## src/rtl/uart_rx_led_pkg.sv

```systemverilog
// Shared definitions for the USB-serial UART receiver: frame format,
// default baud divisor and receiver state encoding.
package uart_rx_led_pkg;

    localparam int UART_DATA_BITS       = 8;
    localparam int CLKS_PER_BIT_DEFAULT = 100;  // 100 MHz clock, 1 Mbaud

    localparam logic [2:0] IDLE  = 3'd0;
    localparam logic [2:0] START = 3'd1;
    localparam logic [2:0] DATA  = 3'd2;
    localparam logic [2:0] STOP  = 3'd3;
    localparam logic [2:0] BREAK = 3'd4;

    typedef enum logic [2:0] {
        ST_IDLE  = IDLE,
        ST_START = START,
        ST_DATA  = DATA,
        ST_STOP  = STOP,
        ST_BREAK = BREAK
    } rx_state_e;

endpackage

```

## src/rtl/uart_rx_led_sync_2ff.sv

```systemverilog
// Two-flop synchronizer for asynchronous single-bit inputs; the reset value
// is a parameter so idle-high lines come out of reset idle.
module sync_2ff #(
    parameter logic RST_VAL = 1'b0
) (
    input  logic clk,
    input  logic rst,
    input  logic d_i,
    output logic q_o
);

    logic [1:0] sync_q;

    always_ff @(posedge clk) begin
        if (rst) sync_q <= {2{RST_VAL}};
        else     sync_q <= {sync_q[0], d_i};
    end

    assign q_o = sync_q[1];

endmodule

```

## src/rtl/uart_rx_led.sv

```systemverilog
// UART 8N1 receiver: strobes each good byte out on rx_data/rx_valid and
// latches it onto the LEDs; a low stop bit gives a single frame_err strobe.
module uart_rx_led
    import uart_rx_led_pkg::*;
#(
    parameter int         CLKS_PER_BIT = CLKS_PER_BIT_DEFAULT,
    parameter logic [7:0] LED_INIT     = 8'hfc
) (
    input  logic       clk,
    input  logic       rst,
    input  logic       usb_rx,
    output logic [7:0] rx_data,
    output logic       rx_valid,
    output logic       frame_err,
    output logic [7:0] led,
    output logic       busy
);

    localparam int                 CNT_W     = $clog2(CLKS_PER_BIT) + 1;
    localparam int                 IDX_W     = $clog2(UART_DATA_BITS);
    localparam logic [CNT_W-1:0]   HALF_LAST = CNT_W'(CLKS_PER_BIT / 2 - 1);
    localparam logic [CNT_W-1:0]   FULL_LAST = CNT_W'(CLKS_PER_BIT - 1);
    localparam logic [IDX_W-1:0]   LAST_BIT  = IDX_W'(UART_DATA_BITS - 1);

    logic                      rx_s;
    rx_state_e                 state_q, state_d;
    logic [CNT_W-1:0]          clk_cnt_q, clk_cnt_d;
    logic [IDX_W-1:0]          bit_idx_q, bit_idx_d;
    logic [UART_DATA_BITS-1:0] shift_q, shift_d;
    logic [7:0]                data_q, data_d;
    logic [7:0]                led_q, led_d;
    logic                      valid_q, valid_d;
    logic                      ferr_q, ferr_d;

    sync_2ff #(.RST_VAL(1'b1)) u_sync (
        .clk (clk),
        .rst (rst),
        .d_i (usb_rx),
        .q_o (rx_s)
    );

    always_ff @(posedge clk) begin
        if (rst) begin
            state_q   <= ST_IDLE;
            clk_cnt_q <= '0;
            bit_idx_q <= '0;
            shift_q   <= '0;
            data_q    <= 8'h00;
            led_q     <= LED_INIT;
            valid_q   <= 1'b0;
            ferr_q    <= 1'b0;
        end else begin
            state_q   <= state_d;
            clk_cnt_q <= clk_cnt_d;
            bit_idx_q <= bit_idx_d;
            shift_q   <= shift_d;
            data_q    <= data_d;
            led_q     <= led_d;
            valid_q   <= valid_d;
            ferr_q    <= ferr_d;
        end
    end

    always_comb begin
        state_d   = state_q;
        clk_cnt_d = clk_cnt_q + 1'b1;
        bit_idx_d = bit_idx_q;
        shift_d   = shift_q;
        data_d    = data_q;
        led_d     = led_q;
        valid_d   = 1'b0;
        ferr_d    = 1'b0;
        case (state_q)
            ST_IDLE: begin
                clk_cnt_d = '0;
                if (!rx_s) state_d = ST_START;
            end
            ST_START: begin
                if (clk_cnt_q == HALF_LAST) begin
                    clk_cnt_d = '0;
                    bit_idx_d = '0;
                    state_d   = rx_s ? ST_IDLE : ST_DATA;
                end
            end
            ST_DATA: begin
                if (clk_cnt_q == FULL_LAST) begin
                    clk_cnt_d = '0;
                    shift_d   = {rx_s, shift_q[UART_DATA_BITS-1:1]};
                    if (bit_idx_q == LAST_BIT) state_d = ST_STOP;
                    else                       bit_idx_d = bit_idx_q + 1'b1;
                end
            end
            ST_STOP: begin
                // Leave at mid stop bit so a back-to-back start edge is not missed.
                if (clk_cnt_q == FULL_LAST) begin
                    clk_cnt_d = '0;
                    if (rx_s) begin
                        data_d  = shift_q;
                        led_d   = shift_q;
                        valid_d = 1'b1;
                        state_d = ST_IDLE;
                    end else begin
                        ferr_d  = 1'b1;
                        state_d = ST_BREAK;
                    end
                end
            end
            ST_BREAK: begin
                clk_cnt_d = '0;
                if (rx_s) state_d = ST_IDLE;
            end
            default: state_d = ST_IDLE;
        endcase
    end

    assign rx_data   = data_q;
    assign rx_valid  = valid_q;
    assign frame_err = ferr_q;
    assign led       = led_q;
    assign busy      = (state_q != ST_IDLE);

endmodule

```

## config.mk

```make
export PLATFORM = sky130hd
export DESIGN_NAME = uart_rx_led
export DESIGN_NICKNAME = d
export VERILOG_FILES = /design/src/rtl/uart_rx_led_pkg.sv /design/src/rtl/uart_rx_led_sync_2ff.sv /design/src/rtl/uart_rx_led.sv
export SDC_FILE = /design/constraint.sdc
export NUM_CORES = 1
export LEC_CHECK = 0
export ABC_AREA = 1
export CAP_MARGIN = 30
export CELL_PAD_IN_SITES_DETAIL_PLACEMENT = 1
export CELL_PAD_IN_SITES_GLOBAL_PLACEMENT = 1
export CORE_MARGIN = 2
export CORE_UTILIZATION = 39
export DETAILED_ROUTE_END_ITERATION = 8
export HOLD_SLACK_MARGIN = 0.06
export PLACE_DENSITY_LB_ADDON = 0.1
export SLEW_MARGIN = 25
export SYNTH_ARGS = -nofsm -noshare
export SYNTH_HDL_FRONTEND = slang
export SYNTH_SLANG_ARGS = --single-unit
export TNS_END_PERCENT = 100
```

## constraint.sdc

```tcl
create_clock -name clk -period 1.65 [get_ports clk]
set_input_delay 0.33 -clock clk [delete_from_list [all_inputs] [get_ports clk]]
set_output_delay 0.33 -clock clk [all_outputs]
set_load 0.02 [all_outputs]
```

---- After elaboration in Yosys (flattened, before gate mapping) ----
Index checks and enable logic that the tools add are counted.
cells by class
  $add $sub $neg .......................... 2
  equality and inequality tests ........... 14
  muxes and demuxes ....................... 18
  bitwise logic cells ..................... 2
  reduce and logical (&&, ||, !) cells .... 10
operator list
  kind                 count
  $mux 3               10
  $pmux 8 s3           1
  $mux 8               2
  $pmux 3 s5           1
  $ne 2x2->1 const B   6
  $add 8x1->8 const B  1
  $eq 8x6->1 const B   1
  $eq 8x7->1 const B   1
  $eq 3x2->1 const B   2
  $eq 3x3->1 const B   2
  $pmux 3 s2           1
  $reduce_and 6->1     1
  $reduce_and 4->1     1
  $reduce_or 2->1      2
  $add 3x1->3 const B  1
  $eq 3x1->1 const B   1
  $logic_not 3->1      1
  $reduce_and 3->1     1
  $reduce_bool 3->1    1
  $reduce_or 3->1      1
  $mux 1               2
  $mux 2               1
  $ne 2x1->1 const B   1
  $not 1->1            2
  2 further kinds      2
word-level totals
  bits in registers ....................... 42
  input bits .............................. 3
  output and inout port bits .............. 19
  word-level logic and storage cells ...... 55

---- Longest topological paths before layout ----
Gate-level depths: netlist of the first run.
  depth after elaboration ................. 4
  gate-level depth with buffers ........... 12
  gate-level depth less buffers ........... 12

---- Hierarchy ----
Synthesis of the first run repeated with hierarchy kept, for this count alone.
unflattened totals
  cells, all modules ...................... 234
  area, all modules ....................... 1687.9 um^2
by module, submodules not included
  module       instances  cells an instance  area each (um^2)  sequential area each (um^2)
  uart_rx_led  1          227                1629.1            760.7
  sync_2ff     1          7                  58.8              40.0

---- Worst setup path before layout of the first run ----
Ideal clock, no wire load.
  path type ............................... reg-to-reg
  start point ............................. register clk_cnt_q[0]
  end point ............................... register shift_q[1]
  setup time .............................. 0.122 ns
  arrival time ............................ 1.303 ns
  required time ........................... 1.528 ns
  slack ................................... 0.225 ns
  cell stages (with the launch flop) ...... 9
  path buffers ............................ 0
  clock period less this slack ............ 1.425 ns
  path through ............................ dfxtp_1 -> ha_1 -> nand2_1 -> nor2_1 -> nand2_2 -> nor2_4 -> inv_1 -> o21ai_0 -> a21oi_1
on the way
  cells in the longest elaborated chain, start to end .. 2
RTL lines
  what                               line               text
  start, declared                    uart_rx_led.sv:27  logic [CNT_W-1:0] clk_cnt_q, clk_cnt_d;
  start signal, assigned             uart_rx_led.sv:54  clk_cnt_q <= clk_cnt_d;
  $eq 8x7->1                         uart_rx_led.sv:86  if (clk_cnt_q == FULL_LAST) begin
  $reduce_and 2->1 (no source line)  --
  end signal, assigned               uart_rx_led.sv:56  shift_q <= shift_d;
  end, declared                      uart_rx_led.sv:29  logic [UART_DATA_BITS-1:0] shift_q, shift_d;
No other way between the ends.
A chain may end at the register's enable or synchronous reset.

---- Final worst setup path of the first run ----
  start point ............................. register data_q[1], in the netlist rx_data[1]
  end point ............................... output port rx_data[1]
RTL lines
  what                    line               text
  start, declared         uart_rx_led.sv:30  logic [7:0] data_q, data_d;
  start signal, assigned  uart_rx_led.sv:57  data_q <= data_d;
  end, declared           uart_rx_led.sv:12  output logic [7:0] rx_data,
No word-level cell between the ends.

==> flow_metrics.py, run 1 <==
metrics = {
    "status": {
        "status": "finished, final reports clean",
    },
    "clocking": {
        "cts_setup_buffers": 0,
        "path_clk_slew_ns": 0.09,
        "cts-root-buf": "clkbuf_8",
        "cts_tree": "done",
        "cts_buffers": 5,
        "insertion_delay_ns": 0.29,
        "clock-sinks": 40,
        "htreeDepth": 2,
        "clk_path_buf_depth": 2,
    },
    "timing": {
        "max-slew-margin-rel_pct": 80.6,
        "setup_slack_ns": 0.0577,
        "slew_violations": 0,
        "finalCritPeriodShare_pct": 96.5,
        "fin_skew_ns": 0.0114,
        "fin_crit_ns": 1.59,
        "worst_pin_slew_ns": 0.291,
        "fin_setup_tns_ns": 0,
        "max_freq_mhz": 628,
        "hold_viol": 0,
        "setup_viol": 0,
        "rsz0062_at_grt": "no",
    },
    "critical_path": {
        "critPathBufInv": 1,
        "start_kind": "register",
        "crit_chain": "clkdlybuf4s50_1",
        "critPathMaxFanout": 3,
        "critPathMaxStageDelay_ns": 0.61,
        "path_class": "reg -> out",
        "critPathArrivalTime_ns": 1.26,
        "cp.required_ns": 1.32,
        "critical_path.top_delay_family": "buffers and inverters",
        "critPathCaptureType": "output pin",
        "cpMaxStageDelayCell": "clkdlybuf4s50_1",
    },
    "global_route": {
        "antenna_found_initial": 0,
        "grt_first_pass_wirelength_um": 6930,
        "grt_max_degree": 25,
        "grt-ovfl-total": 0,
        "grt_pass1_vias": 1540,
        "grt_usage_pct": 17.4,
    },
    "yosys": {
        "avgSynthCellArea_um2": 7.55,
        "syn_area_um2": 1710,
        "post_synth_num_cell_types": 22,
        "seq_area_frac_synth_pct": 46.9,
        "synth_edf_count": 0,
        "async_flop_share_pct": 0,
        "syn_nets": 233,
        "yosysWarningCount": 0,
        "ys_ff_latch": 40,
        "synth_flop_cell": "dfxtp_1",
        "synthCells": 226,
    },
    "final_layout": {
        "fillers": 547,
        "final_util_pct": 50.1,
        "final_cells": 307,
        "drive_above_1_share_pct": 16.1,
        "syn_to_final_growth_pct": 26.1,
        "fin_nets": 261,
        "num_antenna_cells": 0,
        "multi_input_area_um2": 767,
        "regArea_um2": 803,
    },
    "placement": {
        "numPortBuffers": 21,
        "hpwlAfterDp_um": 2800,
        "gp_congestion": 0.771,
        "dp.cells": 299,
        "dp_slack_ns": 0.0967,
    },
    "die": {
        "num_rows": 24,
        "initial_core_util_pct": 39.7,
        "core_area_um2": 4290,
        "ioPinCount": 22,
        "die_h_um": 70.2,
        "die_w_um": 70.2,
        "dieArea_um2": 4920,
    },
    "pwr": {
        "ir_drop_uv": 618,
        "power_leakage_uw": 0.000947,
        "powerDensity_nw_per_um2": 1400,
    },
    "route": {
        "wl_per_cell_um": 12.5,
        "postRouteAntennaNets": 0,
        "dr.pass1.iters": 4,
        "vias": 1472,
        "wirelength_um": 3850,
        "drc_errors": 0,
        "vias_per_cell": 4.79,
        "drtIter0Drc": 45,
    },
    "worst_hold_path": {
        "hp-class": "reg -> reg",
    },
    "flow_run": {
        "max_cap_viol_count": 0,
    },
}
[logic make-up after synthesis]
family                     share of synthesized area (%)
AOI/OAI and AO/OA                                   8.65
xor gates and xnor gates                            3.08
adders and majority gates                           2.93
buffers and inverters                               9.02
DFF                                                 46.9
and+or+nand+nor                                     29.4
[final timing paths]
kind | start | cells after the start | to | slack (ns)
max | rx_data[1] | 1 | rx_data[1] | 0.06
min | u_sync.sync_q[0] | 1 | u_sync.sync_q[1] | 0.42
max reg2reg | state_q[1] | 8 | led[5] | 0.15
min reg2reg | u_sync.sync_q[0] | 1 | u_sync.sync_q[1] | 0.42
[cells in the mapped netlist (3+ instances only)]
cell type | number | area (um2)
inv_1 | 27 | 101
nand3_1 | 15 | 75.1
xor2_1 | 5 | 43.8
ha_1 | 4 | 50.1
inv_2 | 4 | 15.0
o21ai_0 | 10 | 50.1
clkbuf_1 | 3 | 11.3
nand2_1 | 52 | 195
nor2_4 | 3 | 33.8
nand2_2 | 5 | 31.3
a21oi_1 | 16 | 80.1
dfxtp_1 | 40 | 801
nor2_1 | 28 | 105
[stage by stage]
stage / hold WS [ns] / total power, uW / instance area (um2)
6_report: 0.416 / 3010 / 2150
5_1_grt: 0.434 / 3260 / 2150
4_1_cts: 0.420 / 3010 / 2130
3_5_place_dp: 0.399 / 2130 / 2000
3_3_place_gp: 0.410 / 2100 / 2000
2_1_floorplan: 0.389 / 1850 / 1710
[per-layer routing]
metal,routed length [um],vias to the layer above,GRT usage [%]
met5,0,-,0
met4,27,0,2.99
met3,88,5,4.47
met2,1910,14,30.4
met1,1820,701,21.9
li1,-,752,-
[power breakdown]
part           switching (uW)  total [uW]  internal (uW)
Sequential               52.9        1100           1050
Combinational             694        1040            350
Clock                     337         871            534
[registers in the layout (all words and copies together), names as in the netlist]
name	count
clk_cnt_q	8
rx_data	8
shift_q	8
led	6
bit_idx_q	3
state_q	3
u_sync.sync_q	2
frame_err	1
rx_valid	1
[layout by cell type (no fill, tap or decap)]
master,count
a21oi_1,16
buf_12,1
buf_4,5
bufinv_16,1
clkbuf_8,7
clkdlybuf4s50_1,19
dfxtp_1,38
dfxtp_2,2
dlygate4sd2_1,1
dlymetal6s2s_1,1
ha_1,4
inv_1,26
inv_2,3
inv_4,2
nand2_1,51
nand2_2,6
nand3_1,15
nand3b_1,2
nor2_1,25
nor2_2,5
nor2_4,3
nor3_2,1
nor3_4,1
o21ai_0,10
o21ai_2,2
or2_2,2
xnor2_1,1
xor2_1,5
[cell type report]
cell class	instances	share of cell area, %
inverter	31	5.64
tap	52	3.02
multi-input combinational	149	35.6
timing repair buffer	27	12.5
clock inverter	1	1.40
sequential	40	37.3
clock buffer	7	4.48
[what timing repair did]
action,CTS,global route
pin swaps,0,0
setup endpoints to repair,1,23
gates resized for setup,1,11
endpoints found under the hold margin,0,0
hold buffers,0,0
Note: power is estimated with default switching activity, not from simulation.
==> run 2: changes to the inputs <==
==> constraint.sdc (replaced) <==
create_clock -name clk -period 1.65 [get_ports clk]
set_input_delay 0.33 -clock clk [delete_from_list [all_inputs] [get_ports clk]]
set_output_delay 0.33 -clock clk [all_outputs]
set_load 0.05 [all_outputs]
==> run 2 against run 1 <==
  * Combinational power grew 4%
  * Wire length fell by 0.86%
  * Core utilization decreased by 2.2 points
  * Critical path depth rose by 2
  * Die area unchanged
  * Non-clock buffer count decreased by 1
  * First-iteration DRC count is 44% lower
  * Sequential share of layout area is 1.8 points higher
  * Clock skew fell by 0.0055 ns
  * Critical path type unchanged
==> flow_metrics.py, run 2 (synthesis results as in run 1) <==
metrics = {
    "critical_path": {
        "cp.required_ns": 1.32,
        "critPathArrivalTime_ns": 1.22,
        "r2r-start": "clk_cnt_q[1]",
        "path_class": "reg -> out",
        "critPathMaxFanout": 6,
        "crit_path_start": "state_q[1]",
        "start_kind": "register",
        "critPathCaptureType": "output pin",
    },
    "global_route": {
        "grt-ovfl-total": 0,
        "grt_first_pass_wirelength_um": 6710,
        "grt_max_degree": 25,
        "grt_usage_pct": 17.2,
        "grt_pass1_vias": 1462,
        "antenna_found_initial": 0,
    },
    "final_layout": {
        "final_common_cell": "nand2_1",
        "fillers": 553,
        "num_antenna_cells": 0,
        "syn_to_final_growth_pct": 20.5,
        "final_cell_mix": "nand2_1, dfxtp_1, nor2_1, inv_1, buf_4",
        "drive_above_1_share_pct": 22.9,
        "fin_nets": 260,
        "final_util_pct": 47.9,
    },
    "timing": {
        "fin_skew_ns": 0.00584,
        "fin_setup_tns_ns": 0,
        "max-slew-margin-rel_pct": 73.7,
        "worst_pin_slew_ns": 0.392,
        "fin_crit_ns": 1.55,
        "finalCritPeriodShare_pct": 94.2,
        "setup_slack_ns": 0.0959,
        "slew_violations": 0,
        "whs_ns": 0.432,
        "setup_viol": 0,
        "max_freq_mhz": 643,
        "hold_viol": 0,
        "rsz0062_at_grt": "yes",
    },
    "route": {
        "wirelength_um": 3820,
        "wl_per_cell_um": 12.5,
        "postRouteAntennaNets": 0,
        "drc_errors": 0,
        "vias": 1462,
        "vias_per_cell": 4.79,
        "dr.pass1.iters": 4,
        "drtIter0Drc": 25,
    },
    "placement": {
        "hpwlAfterDp_um": 2790,
        "numPortBuffers": 21,
        "gp_congestion": 0.733,
        "dp_slack_ns": 0.100,
    },
    "clocking": {
        "cts_buffers": 5,
        "insertion_delay_ns": 0.29,
        "path_clk_slew_ns": 0.08,
        "cts-root-buf": "clkbuf_8",
        "cts_hold_repair.buffers": 0,
        "clk_path_buf_depth": 2,
        "cts_tree": "done",
        "htreeDepth": 2,
        "clock-sinks": 40,
    },
    "pwr": {
        "ir_drop_uv": 499,
        "power_leakage_uw": 0.000915,
        "powerDensity_nw_per_um2": 1380,
        "p_total_uw": 2840,
    },
    "die": {
        "die_h_um": 70.2,
        "core_area_um2": 4290,
        "initial_core_util_pct": 39.7,
        "num_rows": 24,
        "ioPinCount": 22,
        "dieArea_um2": 4920,
        "die_w_um": 70.2,
    },
    "status": {
        "status": "finished, final reports clean",
    },
    "worst_hold_path": {
        "min-delay-start": "u_sync.sync_q[0]",
        "hp-class": "reg -> reg",
    },
    "flow_run": {
        "max_cap_viol_count": 0,
    },
}
==> run 2: worst paths after layout <==
| kind | to | slack [ns] | depth (start not counted) |
|---|---|---|---|
| hold reg to reg | u_sync.sync_q[1] | 0.43 | 1 |
| setup / recovery | busy | 0.1 | 3 |
| hold / removal | u_sync.sync_q[1] | 0.43 | 1 |
| setup reg to reg | shift_q[6] | 0.12 | 9 |
==> run 2: what timing repair did <==
| item | CTS | global route |
|---|---|---|
| resized for setup | 0 | 9 |
| endpoints found under the setup margin | 0 | 27 |
| setup buffers | 0 | 1 |
==> run 2: per-layer routing <==
metal | part of all wire [%] | GRT usage (%)
met3 | 3.4 | 4.47
met2 | 49 | 29.6
met4 | 1.8 | 6.41
met5 | 0 | 0
met1 | 46 | 20.4
==> run 2: cell type report <==
type	instances	area [um2]	share of cell area, %
sequential	40	805	39.1
multi-input combinational	149	763	37.1
timing repair buffer	26	225	11.0
inverter	31	116	5.66
clock buffer	5	68.8	3.35
tap	52	65.1	3.16
clock inverter	2	12.5	0.609
==> run 2: through the flow <==
| stage | area (um2) | cells |
|---|---|---|
| after floorplan | 1710 | 226 |
| after CTS | 2030 | 304 |
| after global routing | 2060 | 305 |
| after detailed placement | 1950 | 297 |
| after global placement | 1950 | 297 |
| final | 2060 | 305 |
==> run 2: worst max-delay path, cell delays in order (launching register included) <==
cell,delay (ns)
dfxtp_2,0.37
nor2_1,0.25
nand2_1,0.14
buf_12,0.17
==> run 2: where the power goes <==
part | switching, uW | leakage, uW | internal (uW) | total [uW]
Combinational | 697 | 0.000550 | 382 | 1080
Clock | 344 | 0.0000400 | 286 | 630
Sequential | 85.7 | 0.000325 | 1050 | 1130
==> run 3: changes to the inputs <==
- PLACE_DENSITY_LB_ADDON: 0.1 -> 0.15
==> run 3 against run 2 <==
  * Sequential share of layout area down 0.20 points
  * Hold slack worse by 0.017 ns
  * Total power shrank 0.36%
  * Global-route usage shrank 0.87 points
  * Largest power group unchanged
  * Sequential cell count did not move
  * Core utilization increased by 0.17 points
  * Fmax grew 1.5%
  * Cell count up 0.33%
  * Die area unchanged
  * Clock-buffer cell count increased by 1
  * Wire length is 5.0% lower
  * Sequential power barely moved
==> flow_metrics.py, run 3 (synthesis results as in run 1) <==
metrics = {
    "status": {
        "status": "finished, final reports clean",
    },
    "placement": {
        "gp_congestion": 0.852,
        "numPortBuffers": 21,
        "hpwlAfterDp_um": 2700,
        "dp.cells": 297,
    },
    "timing": {
        "max_freq_mhz": 653,
        "finalCritPeriodShare_pct": 92.7,
        "fin_skew_ns": 0.00621,
        "rsz0062_at_grt": "yes",
        "slew_violations": 0,
        "hold_viol": 0,
        "fin_crit_ns": 1.53,
        "worst_pin_slew_ns": 0.374,
        "setup_viol": 0,
        "max-slew-margin-rel_pct": 74.9,
    },
    "critical_path": {
        "crit_chain": "nor2_1 > nand2_1 > buf_12",
        "reg2reg_depth": 9,
        "critPathMaxFanout": 6,
        "r2r-start": "clk_cnt_q[0]",
        "cpMaxStageDelayCell": "dfxtp_2",
        "crit_path_start": "state_q[1]",
        "start_kind": "register",
        "critPathMaxStageDelay_ns": 0.36,
        "cp_num_cells": 3,
        "critPathArrivalTime_ns": 1.20,
        "cp.required_ns": 1.32,
        "critical_path.top_delay_family": "simple AND/OR/NAND/NOR gates",
        "path_class": "reg -> out",
        "critPathBufInv": 1,
        "critPathCaptureType": "output pin",
    },
    "route": {
        "postRouteAntennaNets": 0,
        "drtIter0Drc": 46,
        "vias": 1424,
        "dr.pass1.iters": 4,
        "wl_per_cell_um": 11.9,
        "vias_per_cell": 4.65,
        "wirelength_um": 3630,
        "drc_errors": 0,
    },
    "worst_hold_path": {
        "min-delay-start": "u_sync.sync_q[0]",
        "hold_depth": 1,
        "hp-class": "reg -> reg",
    },
    "die": {
        "die_h_um": 70.2,
        "initial_core_util_pct": 39.7,
        "num_rows": 24,
        "core_area_um2": 4290,
        "dieArea_um2": 4920,
        "ioPinCount": 22,
        "die_w_um": 70.2,
    },
    "global_route": {
        "grt-ovfl-total": 0,
        "antenna_found_initial": 0,
        "grt_pass1_vias": 1422,
        "grt_max_degree": 25,
        "grt_first_pass_wirelength_um": 6420,
        "grt_usage_pct": 16.3,
    },
    "clocking": {
        "clk_path_buf_depth": 2,
        "cts_buffers": 5,
        "cts-root-buf": "clkbuf_8",
        "htreeDepth": 2,
        "cts_hold_repair.buffers": 0,
        "insertion_delay_ns": 0.29,
        "path_clk_slew_ns": 0.08,
        "cts_tree": "done",
        "clock-sinks": 40,
    },
    "final_layout": {
        "fin_nets": 260,
        "num_antenna_cells": 0,
        "drive_above_1_share_pct": 21.7,
        "fillers": 555,
        "final_common_cell": "nand2_1",
        "syn_to_final_growth_pct": 20.9,
        "final_cell_mix": "nand2_1, dfxtp_1, nor2_1, inv_1, buf_4",
        "final_cells": 306,
    },
    "pwr": {
        "clkPwrFrac_pct": 23.3,
        "power.switching_uw": 1100,
        "pwr-share-seq_pct": 39.7,
        "p_int_uw": 1730,
        "swShare_pct": 39.0,
        "p_total_uw": 2830,
        "ir_drop_uv": 517,
        "power_leakage_uw": 0.000919,
        "comb_power_share_pct": 37.0,
        "powerDensity_nw_per_um2": 1370,
    },
    "flow_run": {
        "max_cap_viol_count": 0,
    },
}
[run 3: cell count changes in the layout (fill, tap and decap cells not counted), sizes merged]
cell,before,now
clkbuf,5,6
[run 3: path summary, 6_finish.rpt]
kind,to,slack (ns)
worst max register to register,led[4],0.13
worst min register to register,u_sync.sync_q[1],0.42
worst max-delay path,busy,0.12
worst min-delay path,u_sync.sync_q[1],0.42
[run 3: area by class of cell]
cell class	count	area [um2]	area share, %
Clock inverter	2	16.3	0.788
Timing Repair Buffer	26	225	10.9
Tap cell	52	65.1	3.15
Multi-Input combinational cell	149	762	36.9
Inverter	31	119	5.76
Clock buffer	6	72.6	3.52
Sequential cell	40	803	38.9
[run 3: power groups by stage]
stage          Sequential (uW)  Combinational [uW]  Clock [uW]
3_3_place_gp              1140                1060           0
6_report                  1120                1050         661
5_1_grt                   1140                1200         736
4_1_cts                   1120                1070         685
3_5_place_dp              1140                1060           0
2_1_floorplan             1130                 772           0
[run 3: through the flow]
stage / hold slack, ns / instance area, um2 / setup WS, ns / TNS [ns] / utilization [%]
finish: 0.416 / 2060 / 0.120 / 0 / 48.0
global route: 0.429 / 2060 / -0.00685 / -0.0130 / 48.0
CTS: 0.420 / 2040 / 0.0773 / 0 / 47.5
detailed placement: 0.398 / 1950 / 0.104 / 0 / 45.5
global placement: 0.401 / 1950 / 0.161 / 0 / 45.5
floorplan: 0.389 / 1710 / 0.225 / 0 / -
[run 3: per-layer routing]
layer | vias to the layer above | global-route usage, % | wire length [um]
met1 | 657 | 20.6 | 1750
met2 | 15 | 27.1 | 1720
met5 | - | 0 | 0
met3 | 6 | 4.33 | 112
met4 | 0 | 5.13 | 43
li1 | 746 | - | -
[run 3: timing repair]
| item | 4_1_cts | 5_1_grt |
|---|---|---|
| buffers inserted | 0 | 1 |
| hold endpoints to repair | 0 | 0 |
| setup endpoints to repair | 0 | 19 |
| resized for setup | 0 | 6 |
